[src/rtl/serial_pkg.sv]
`default_nettype none
// ============================================================================
//  Module      : serial_pkg
//  Description : Shared state encodings, ASCII constants and the echo
//                transform for the recv_send responder.
//  Revision    : 1.0 - initial release
// ============================================================================
package serial_pkg;

    typedef enum logic [0:0] {
        R_IDLE = 1'b0,
        R_ACK  = 1'b1
    } rx_state_t;

    typedef enum logic [1:0] {
        T_IDLE  = 2'd0,
        T_GUARD = 2'd1,
        T_BUSY  = 2'd2
    } tx_state_t;

    localparam logic [7:0] ASCII_LC_A     = 8'h61;
    localparam logic [7:0] ASCII_LC_Z     = 8'h7A;
    localparam logic [7:0] ASCII_CASE_OFS = 8'h20;

    // Lower-case letters are folded to upper case only when 'upper' is set.
    function automatic logic [7:0] echo_xform(input logic [7:0] b, input logic upper);
        if (upper && (b >= ASCII_LC_A) && (b <= ASCII_LC_Z)) begin
            return b - ASCII_CASE_OFS;
        end
        return b;
    endfunction

endpackage
`default_nettype wire

[src/rtl/recv_send_if.sv]
`default_nettype none
// ============================================================================
//  Module      : recv_send_if
//  Description : Byte handshake bundle between the responder and the
//                RX/TX UART pair.
//  Revision    : 1.0 - initial release
// ============================================================================
interface recv_send_if;

    logic [7:0] in_rx_data;
    logic       in_rx_valid;
    logic       out_rd_strobe;
    logic [7:0] out_tx_data;
    logic       out_wr_strobe;
    logic       in_tx_busy;

    // Responder side.
    modport master (
        input  in_rx_data,
        input  in_rx_valid,
        input  in_tx_busy,
        output out_rd_strobe,
        output out_tx_data,
        output out_wr_strobe
    );

    // UART side.
    modport slave (
        output in_rx_data,
        output in_rx_valid,
        output in_tx_busy,
        input  out_rd_strobe,
        input  out_tx_data,
        input  out_wr_strobe
    );

endinterface
`default_nettype wire

[src/rtl/byte_fifo.sv]
`default_nettype none
// ============================================================================
//  Module      : byte_fifo
//  Description : Power-of-two synchronous FIFO with registered read data.
//  Revision    : 1.0 - initial release
// ============================================================================
module byte_fifo #(
    parameter int FIFO_DEPTH = 4,
    parameter int WIDTH      = 8
) (
    input  wire logic                          clk,
    input  wire logic                          reset,
    input  wire logic                          push,
    input  wire logic                          pop,
    input  wire logic [WIDTH-1:0]              wdata,
    output logic      [WIDTH-1:0]              rdata,
    output logic                               full,
    output logic                               empty,
    output logic      [$clog2(FIFO_DEPTH):0]   count
);

    localparam int AW = $clog2(FIFO_DEPTH);

    logic [WIDTH-1:0] mem_q [FIFO_DEPTH];
    logic [AW-1:0]    wptr_q;
    logic [AW-1:0]    rptr_q;
    logic [AW:0]      count_q;
    logic [WIDTH-1:0] rdata_q;

    logic w_push;
    logic w_pop;

    assign full   = (count_q == (AW+1)'(FIFO_DEPTH));
    assign empty  = (count_q == '0);
    assign count  = count_q;
    assign rdata  = rdata_q;
    assign w_push = push & ~full;
    assign w_pop  = pop & ~empty;

    always_ff @(posedge clk) begin
        if (w_push) begin
            mem_q[wptr_q] <= wdata;
        end
    end

    // Pointers wrap naturally because the depth is a power of two.
    always_ff @(posedge clk or posedge reset) begin
        if (reset) begin
            wptr_q  <= '0;
            rptr_q  <= '0;
            count_q <= '0;
            rdata_q <= '0;
        end else begin
            if (w_push) begin
                wptr_q <= wptr_q + AW'(1);
            end
            if (w_pop) begin
                rdata_q <= mem_q[rptr_q];
                rptr_q  <= rptr_q + AW'(1);
            end
            count_q <= count_q + (AW+1)'(w_push) - (AW+1)'(w_pop);
        end
    end

endmodule
`default_nettype wire

[src/rtl/recv_send.sv]
`default_nettype none
// ============================================================================
//  Module      : recv_send
//  Description : UART echo responder - acks RX bytes, buffers them and
//                returns them (optionally upper-cased) through the TX UART.
//  Revision    : 1.0 - initial release
// ============================================================================
module recv_send
    import serial_pkg::*;
#(
    parameter int FIFO_DEPTH = 4,
    parameter bit UPPERCASE  = 1'b0,
    parameter int CNT_W      = 16
) (
    input  wire logic             clk,
    input  wire logic             reset,
    input  wire logic             in_echo_en,
    output logic      [7:0]       out_rx_data,
    output logic                  out_rx_strobe,
    output logic      [CNT_W-1:0] out_rx_count,
    output logic      [CNT_W-1:0] out_tx_count,
    output logic                  out_fifo_full,
    recv_send_if.master           uart
);

    localparam int AW = $clog2(FIFO_DEPTH);

    rx_state_t rx_state_q, rx_state_d;
    tx_state_t tx_state_q, tx_state_d;

    logic [7:0]       rx_data_q;
    logic             rx_strobe_q;
    logic             rd_strobe_q;
    logic             wr_strobe_q;
    logic [CNT_W-1:0] rx_count_q;
    logic [CNT_W-1:0] tx_count_q;

    logic             w_ack;
    logic             w_push;
    logic             w_pop;
    logic             w_fifo_full;
    logic             w_fifo_empty;
    logic [AW:0]      w_fifo_count;
    logic [7:0]       w_fifo_rdata;
    logic [7:0]       w_echo_byte;

    assign w_echo_byte = echo_xform(uart.in_rx_data, UPPERCASE);

    byte_fifo #(
        .FIFO_DEPTH (FIFO_DEPTH),
        .WIDTH      (8)
    ) u_fifo (
        .clk   (clk),
        .reset (reset),
        .push  (w_push),
        .pop   (w_pop),
        .wdata (w_echo_byte),
        .rdata (w_fifo_rdata),
        .full  (w_fifo_full),
        .empty (w_fifo_empty),
        .count (w_fifo_count)
    );

    // The stall decision uses the pre-pop full flag, so a same-cycle pop
    // never frees space for the push; RX simply waits one more cycle.
    always_comb begin
        rx_state_d = rx_state_q;
        w_ack      = 1'b0;
        w_push     = 1'b0;
        case (rx_state_q)
            R_IDLE: begin
                if (uart.in_rx_valid && (!in_echo_en || !w_fifo_full)) begin
                    w_ack      = 1'b1;
                    w_push     = in_echo_en;
                    rx_state_d = R_ACK;
                end
            end
            R_ACK:   rx_state_d = R_IDLE;
            default: rx_state_d = R_IDLE;
        endcase
    end

    always_comb begin
        tx_state_d = tx_state_q;
        w_pop      = 1'b0;
        case (tx_state_q)
            T_IDLE: begin
                if (!w_fifo_empty && !uart.in_tx_busy) begin
                    w_pop      = 1'b1;
                    tx_state_d = T_GUARD;
                end
            end
            T_GUARD: tx_state_d = T_BUSY;
            T_BUSY: begin
                if (!uart.in_tx_busy) begin
                    tx_state_d = T_IDLE;
                end
            end
            default: tx_state_d = T_IDLE;
        endcase
    end

    always_ff @(posedge clk or posedge reset) begin
        if (reset) begin
            rx_state_q  <= R_IDLE;
            tx_state_q  <= T_IDLE;
            rx_data_q   <= '0;
            rx_strobe_q <= 1'b0;
            rd_strobe_q <= 1'b0;
            wr_strobe_q <= 1'b0;
            rx_count_q  <= '0;
            tx_count_q  <= '0;
        end else begin
            rx_state_q  <= rx_state_d;
            tx_state_q  <= tx_state_d;
            rd_strobe_q <= w_ack;
            rx_strobe_q <= w_ack;
            wr_strobe_q <= w_pop;
            if (w_ack) begin
                rx_data_q  <= uart.in_rx_data;
                rx_count_q <= rx_count_q + CNT_W'(1);
            end
            if (w_pop) begin
                tx_count_q <= tx_count_q + CNT_W'(1);
            end
        end
    end

    assign out_rx_data        = rx_data_q;
    assign out_rx_strobe      = rx_strobe_q;
    assign out_rx_count       = rx_count_q;
    assign out_tx_count       = tx_count_q;
    assign out_fifo_full      = (w_fifo_count == (AW+1)'(FIFO_DEPTH));
    assign uart.out_rd_strobe = rd_strobe_q;
    assign uart.out_wr_strobe = wr_strobe_q;
    assign uart.out_tx_data   = w_fifo_rdata;

endmodule
`default_nettype wire

[src/flat_wrapper.sv]
// flat-port wrapper written by rule: the top's interface ports become plain ports
module recv_send_flat import serial_pkg::*;
#(
    parameter int FIFO_DEPTH = 4,
    parameter bit UPPERCASE  = 1'b0,
    parameter int CNT_W      = 16
)
  (clk, reset, in_echo_en, out_rx_data, out_rx_strobe, out_rx_count, out_tx_count, out_fifo_full, uart_in_rx_data, uart_in_rx_valid, uart_in_tx_busy, uart_out_rd_strobe, uart_out_tx_data, uart_out_wr_strobe);
  recv_send_if uart_i ();
  input  wire logic clk;
  input  wire logic reset;
  input  wire logic in_echo_en;
  output logic      [7:0] out_rx_data;
  output logic out_rx_strobe;
  output logic      [CNT_W-1:0] out_rx_count;
  output logic      [CNT_W-1:0] out_tx_count;
  output logic out_fifo_full;
  input wire logic [$bits(uart_i.in_rx_data)-1:0] uart_in_rx_data;
  input wire logic [$bits(uart_i.in_rx_valid)-1:0] uart_in_rx_valid;
  input wire logic [$bits(uart_i.in_tx_busy)-1:0] uart_in_tx_busy;
  output wire logic [$bits(uart_i.out_rd_strobe)-1:0] uart_out_rd_strobe;
  output wire logic [$bits(uart_i.out_tx_data)-1:0] uart_out_tx_data;
  output wire logic [$bits(uart_i.out_wr_strobe)-1:0] uart_out_wr_strobe;
  assign uart_i.in_rx_data = uart_in_rx_data;
  assign uart_i.in_rx_valid = uart_in_rx_valid;
  assign uart_i.in_tx_busy = uart_in_tx_busy;
  assign uart_out_rd_strobe = uart_i.out_rd_strobe;
  assign uart_out_tx_data = uart_i.out_tx_data;
  assign uart_out_wr_strobe = uart_i.out_wr_strobe;
  recv_send #(.FIFO_DEPTH(FIFO_DEPTH), .UPPERCASE(UPPERCASE), .CNT_W(CNT_W)) u_core (.clk(clk), .reset(reset), .in_echo_en(in_echo_en), .out_rx_data(out_rx_data), .out_rx_strobe(out_rx_strobe), .out_rx_count(out_rx_count), .out_tx_count(out_tx_count), .out_fifo_full(out_fifo_full), .uart(uart_i));
endmodule
[config.mk]
export PLATFORM = sky130hd
export DESIGN_NAME = recv_send_flat
export DESIGN_NICKNAME = d
export VERILOG_FILES = /design/src/rtl/serial_pkg.sv /design/src/rtl/recv_send_if.sv /design/src/rtl/byte_fifo.sv /design/src/rtl/recv_send.sv /design/src/flat_wrapper.sv
export SDC_FILE = /design/constraint.sdc
export NUM_CORES = 1
export LEC_CHECK = 0
export CAP_MARGIN = 20
export CORE_ASPECT_RATIO = 1.4
export CORE_MARGIN = 1
export CORE_UTILIZATION = 30
export CTS_CLUSTER_DIAMETER = 60
export DETAILED_ROUTE_END_ITERATION = 7
export SETUP_SLACK_MARGIN = 0.5
export SYNTH_ARGS = -nofsm -noshare
export SYNTH_HDL_FRONTEND = slang
export SYNTH_SLANG_ARGS = --single-unit
[constraint.sdc]
create_clock -name clk -period 2.4 [get_ports clk]
set_input_delay 0.48 -clock clk [delete_from_list [all_inputs] [get_ports clk]]
set_output_delay 0.48 -clock clk [all_outputs]
set_load 0.01 [all_outputs]
==> impl_metrics.xml <==
<?xml version="1.0" encoding="UTF-8"?>
<metrics>
  <group name="run_status">
    <metric name="outcome" unit="">complete, no violations</metric>
  </group>
  <group name="worst_setup_path">
    <metric name="setup.worst_path.end_class" unit="">flip-flop</metric>
    <metric name="arrival" unit="ps">2340</metric>
    <metric name="crit_type" unit="">reg2reg</metric>
    <metric name="worstPathMaxFanout" unit="">4</metric>
    <metric name="timing.critical_path.from_type" unit="">flip-flop</metric>
    <metric name="critPathRequiredTime" unit="ps">2630</metric>
    <metric name="timing.reg2reg.setup_slack" unit="ps">290</metric>
  </group>
  <group name="grt">
    <metric name="grt_max_degree" unit="">26</metric>
    <metric name="grt_use_total" unit="%">11.5</metric>
    <metric name="first_pass_grt_wire_length" unit="mm">11.5</metric>
    <metric name="vias_in_the_first_global_route" unit="">2247</metric>
    <metric name="initial_antenna_violation_count" unit="">0</metric>
    <metric name="global_route.overflow_total" unit="">0</metric>
  </group>
  <group name="detailed_routing">
    <metric name="drt_iter0_drc" unit="">73</metric>
    <metric name="num_vias" unit="">2178</metric>
    <metric name="detail_route.first_pass.iterations" unit="">4</metric>
    <metric name="routedWlPerCell" unit="microns">14.3</metric>
    <metric name="routed_wirelength" unit="mm">6.96</metric>
    <metric name="post_drt_via_cell_ratio" unit="">4.47</metric>
    <metric name="drc_violations_left" unit="">0</metric>
    <metric name="postRouteAntennaNets" unit="">0</metric>
  </group>
  <group name="final_layout">
    <metric name="post_route_cells_drive_above_1_share" unit="%">24.9</metric>
    <metric name="area_growth" unit="%">33.6</metric>
    <metric name="finalNetCount" unit="">354</metric>
    <metric name="final_cell_area" unit="sq um">5100</metric>
    <metric name="antenna_cells_inserted" unit="">0</metric>
  </group>
  <group name="clocking">
    <metric name="tritoncts" unit="">yes</metric>
    <metric name="maximum_buffer_depth_of_the_clock_tree" unit="">2</metric>
    <metric name="worstSkewPairLatency" unit="ps">340</metric>
    <metric name="cts.htree.levels" unit="">3</metric>
    <metric name="cts_num_sinks" unit="">91</metric>
    <metric name="cts-buffers-inserted" unit="">9</metric>
    <metric name="root_buffer" unit="">sky130_fd_sc_hd__clkbuf_16</metric>
    <metric name="clock_slew_at_the_register_clock_pins_of_the_worst_setup_and_hold_paths" unit="ps">70</metric>
  </group>
  <group name="floorplan">
    <metric name="chipHeight" unit="microns">135</metric>
    <metric name="core" unit="sq um">12400</metric>
    <metric name="dieWidth" unit="microns">97.3</metric>
    <metric name="fp.dieArea" unit="sq um">13200</metric>
    <metric name="row_count" unit="">48</metric>
    <metric name="top_level_ports" unit="">65</metric>
    <metric name="initial_utilization" unit="%">30.8</metric>
  </group>
  <group name="synthesis">
    <metric name="ys_async_sr_fraction" unit="%">64.8</metric>
    <metric name="synth_seq_cells" unit="">91</metric>
    <metric name="ys.flop_type" unit="">sky130_fd_sc_hd__dfrtp_1</metric>
    <metric name="synth_enable_flop_cells" unit="">32</metric>
    <metric name="synthesis.yosys.warnings" unit="">0</metric>
    <metric name="synth_largest_area_cell" unit="">sky130_fd_sc_hd__dfrtp_1</metric>
    <metric name="synth_seq_area_share" unit="%">63.9</metric>
    <metric name="mappedNetlistNets" unit="">268</metric>
    <metric name="synthCells" unit="">246</metric>
    <metric name="synth_area_per_cell" unit="sq um">15.5</metric>
    <metric name="synth_cell_type_count" unit="">38</metric>
    <metric name="mappedNetlistArea" unit="sq um">3820</metric>
    <metric name="synth_top_cells_by_area" unit="">sky130_fd_sc_hd__dfrtp_1 (39%), sky130_fd_sc_hd__edfxtp_1 (25%), sky130_fd_sc_hd__mux4_2 (4.7%)</metric>
    <metric name="synthDominantCellAreaShare" unit="%">38.7</metric>
  </group>
  <group name="placed_design">
    <metric name="place_hpwl" unit="mm">4.89</metric>
    <metric name="dpl_cell_area" unit="sq um">4720</metric>
    <metric name="finalWeightedCongestion" unit="">0.682</metric>
    <metric name="port-buffer-count" unit="">64</metric>
  </group>
  <group name="sta">
    <metric name="hold_violations_final" unit="">0</metric>
    <metric name="timing.slew.headroom" unit="%">61.0</metric>
    <metric name="min_period" unit="ps">2110</metric>
    <metric name="fin_crit_sh" unit="%">87.7</metric>
    <metric name="drv_slew" unit="">0</metric>
    <metric name="max_freq" unit="MHz">475</metric>
    <metric name="grt_setup_unrepaired" unit="">yes</metric>
    <metric name="max_slew.worst_pin.slew" unit="ps">584</metric>
    <metric name="report.final.setup_viol" unit="">0</metric>
    <metric name="clock-skew-final" unit="ps">9.35</metric>
    <metric name="totalNegativeSetupSlack" unit="ps">0</metric>
  </group>
  <group name="min_path">
    <metric name="holdCritPathClass" unit="">reg2reg</metric>
  </group>
  <group name="power">
    <metric name="fin_total_pwr" unit="uW">5390</metric>
    <metric name="total_leakage_power" unit="uW">0.00208</metric>
    <metric name="power_per_cell_area" unit="nW/um^2">1060</metric>
    <metric name="vdd_ir_drop_max" unit="V">0.000479</metric>
  </group>
  <group name="flow_run">
    <metric name="max_cap_violations" unit="">0</metric>
  </group>
</metrics>
==> power by group <==
group          leakage [uW]  total (uW)  internal [uW]  switching (uW)
logic              0.000923        1740           1080             655
clock network      0.000142        1350            766             586
registers           0.00102        2290           1960             332
==> layout make-up <==
cell class	count	area [sq um]
fill	1145	7270
inverter	11	47.5
tap	150	188
clock inverter	5	33.8
sequential	91	2440
clock buffer	11	254
multi-input combinational	135	1320
timing repair buffer	84	818
==> critical path, cell delays in order, from the launching register on <==
cell and delay (ps):
sky130_fd_sc_hd__dfrtp_1 410, sky130_fd_sc_hd__nor3b_4 170, sky130_fd_sc_hd__nor4bb_4 280, sky130_fd_sc_hd__inv_1 110, sky130_fd_sc_hd__ha_4 230, sky130_fd_sc_hd__inv_4 50
sky130_fd_sc_hd__ha_4 110, sky130_fd_sc_hd__inv_2 30, sky130_fd_sc_hd__fa_2 340, sky130_fd_sc_hd__xnor2_2 150, sky130_fd_sc_hd__xnor2_1 120
==> through the flow <==
step           hold WS, ps  utilization (%)  instances  setup WS (ps)
2_1_floorplan          464                -        246           39.3
6_report               464             41.2        487            294
5_1_grt                487             41.2        487            185
3_3_place_gp           458             38.1        465           -251
3_5_place_dp           466             38.1        465           -348
4_1_cts                475             41.1        486            277
==> routing by layer <==
metal,routed length (microns),part of all wire [%],track usage (%)
met2,3610,52,19.0
met3,195,2.8,2.89
met5,0,0,0
met4,142,2.0,6.86
met1,3010,43,13.7
==> Yosys cell counts (all sizes together) (3+ instances only) <==
| master | n |
|---|---|
| and2 | 7 |
| dfrtp | 59 |
| xor2 | 16 |
| ha | 8 |
| edfxtp | 32 |
| mux2 | 18 |
| nor2 | 6 |
| and4 | 3 |
| nor3 | 7 |
| nand4 | 5 |
| nor4 | 3 |
| nand2 | 11 |
| mux4 | 8 |
| nor3b | 3 |
| xnor2 | 19 |
| inv | 11 |
| nand3 | 9 |
| buf | 7 |
==> registers in the layout (all words and copies together), names as in the netlist <==
signal	count
u_core.u_fifo.mem_q	32
u_core.out_rx_count	16
u_core.out_tx_count	16
u_core.out_rx_data	8
u_core.u_fifo.rdata	8
u_core.u_fifo.count	3
u_core.tx_state_q	2
u_core.u_fifo.rptr_q	2
u_core.u_fifo.wptr_q	2
u_core.rx_state_q	1
u_core.uart.out_wr_strobe	1
==> cell families (layout without fill, tap and decap cells) <==
| family | Yosys count | in the layout | share of synthesized area [%] |
|---|---|---|---|
| muxes | 26 | 26 | 10.4 |
| and+or+nand+nor | 63 | 63 | 11.0 |
| AOI/OAI and AO/OA | 2 | 2 | 0.262 |
| xor gates and xnor gates | 35 | 35 | 8.03 |
| buffers and inverters | 20 | 111 | 3.21 |
| adders and majority gates | 9 | 9 | 3.15 |
| DFF | 91 | 91 | 63.9 |
==> layout by cell type, fill, tap and decap left out, drive strengths merged, types with 2 or more instances in the layout <==
master         count
clkinv             2
ha                 8
xnor2             19
inv               12
nand3              9
and4               3
mux4               8
edfxtp            32
and2               7
nor3b              3
xor2              16
dfrtp             59
dlygate4sd2        2
nor4               3
clkdlybuf4s50     60
clkinvlp           2
buf               20
mux2              18
nor2               6
dlymetal6s2s       2
and3               2
nand2             11
nor3               7
clkbuf            11
nand4              5
o21ai              2
==> final timing paths <==
| check | cells after the start | end | from |
|---|---|---|---|
| min in group asynchronous | 2 | u_core.out_rx_count[11] | reset |
| setup / recovery | 10 | u_core.u_fifo.count[2] | u_core.u_fifo.count[2] |
| hold reg to reg | 1 | u_core.out_tx_count[15] | u_core.out_tx_count[15] |
| setup reg to reg | 10 | u_core.u_fifo.count[2] | u_core.u_fifo.count[2] |
| hold / removal | 1 | u_core.out_tx_count[15] | u_core.out_tx_count[15] |
| max in group asynchronous | 3 | u_core.out_rx_data[0] | reset |
==> what timing repair did <==
item                                   4_1_cts  5_1_grt
pin swaps                                    6        0
setup endpoints to repair                    3        6
gates resized for setup                      7        5
hold buffers                                 0        0
endpoints found under the hold margin        0        0
setup buffers                                5        1
Power figures use the tool's default switching activity.
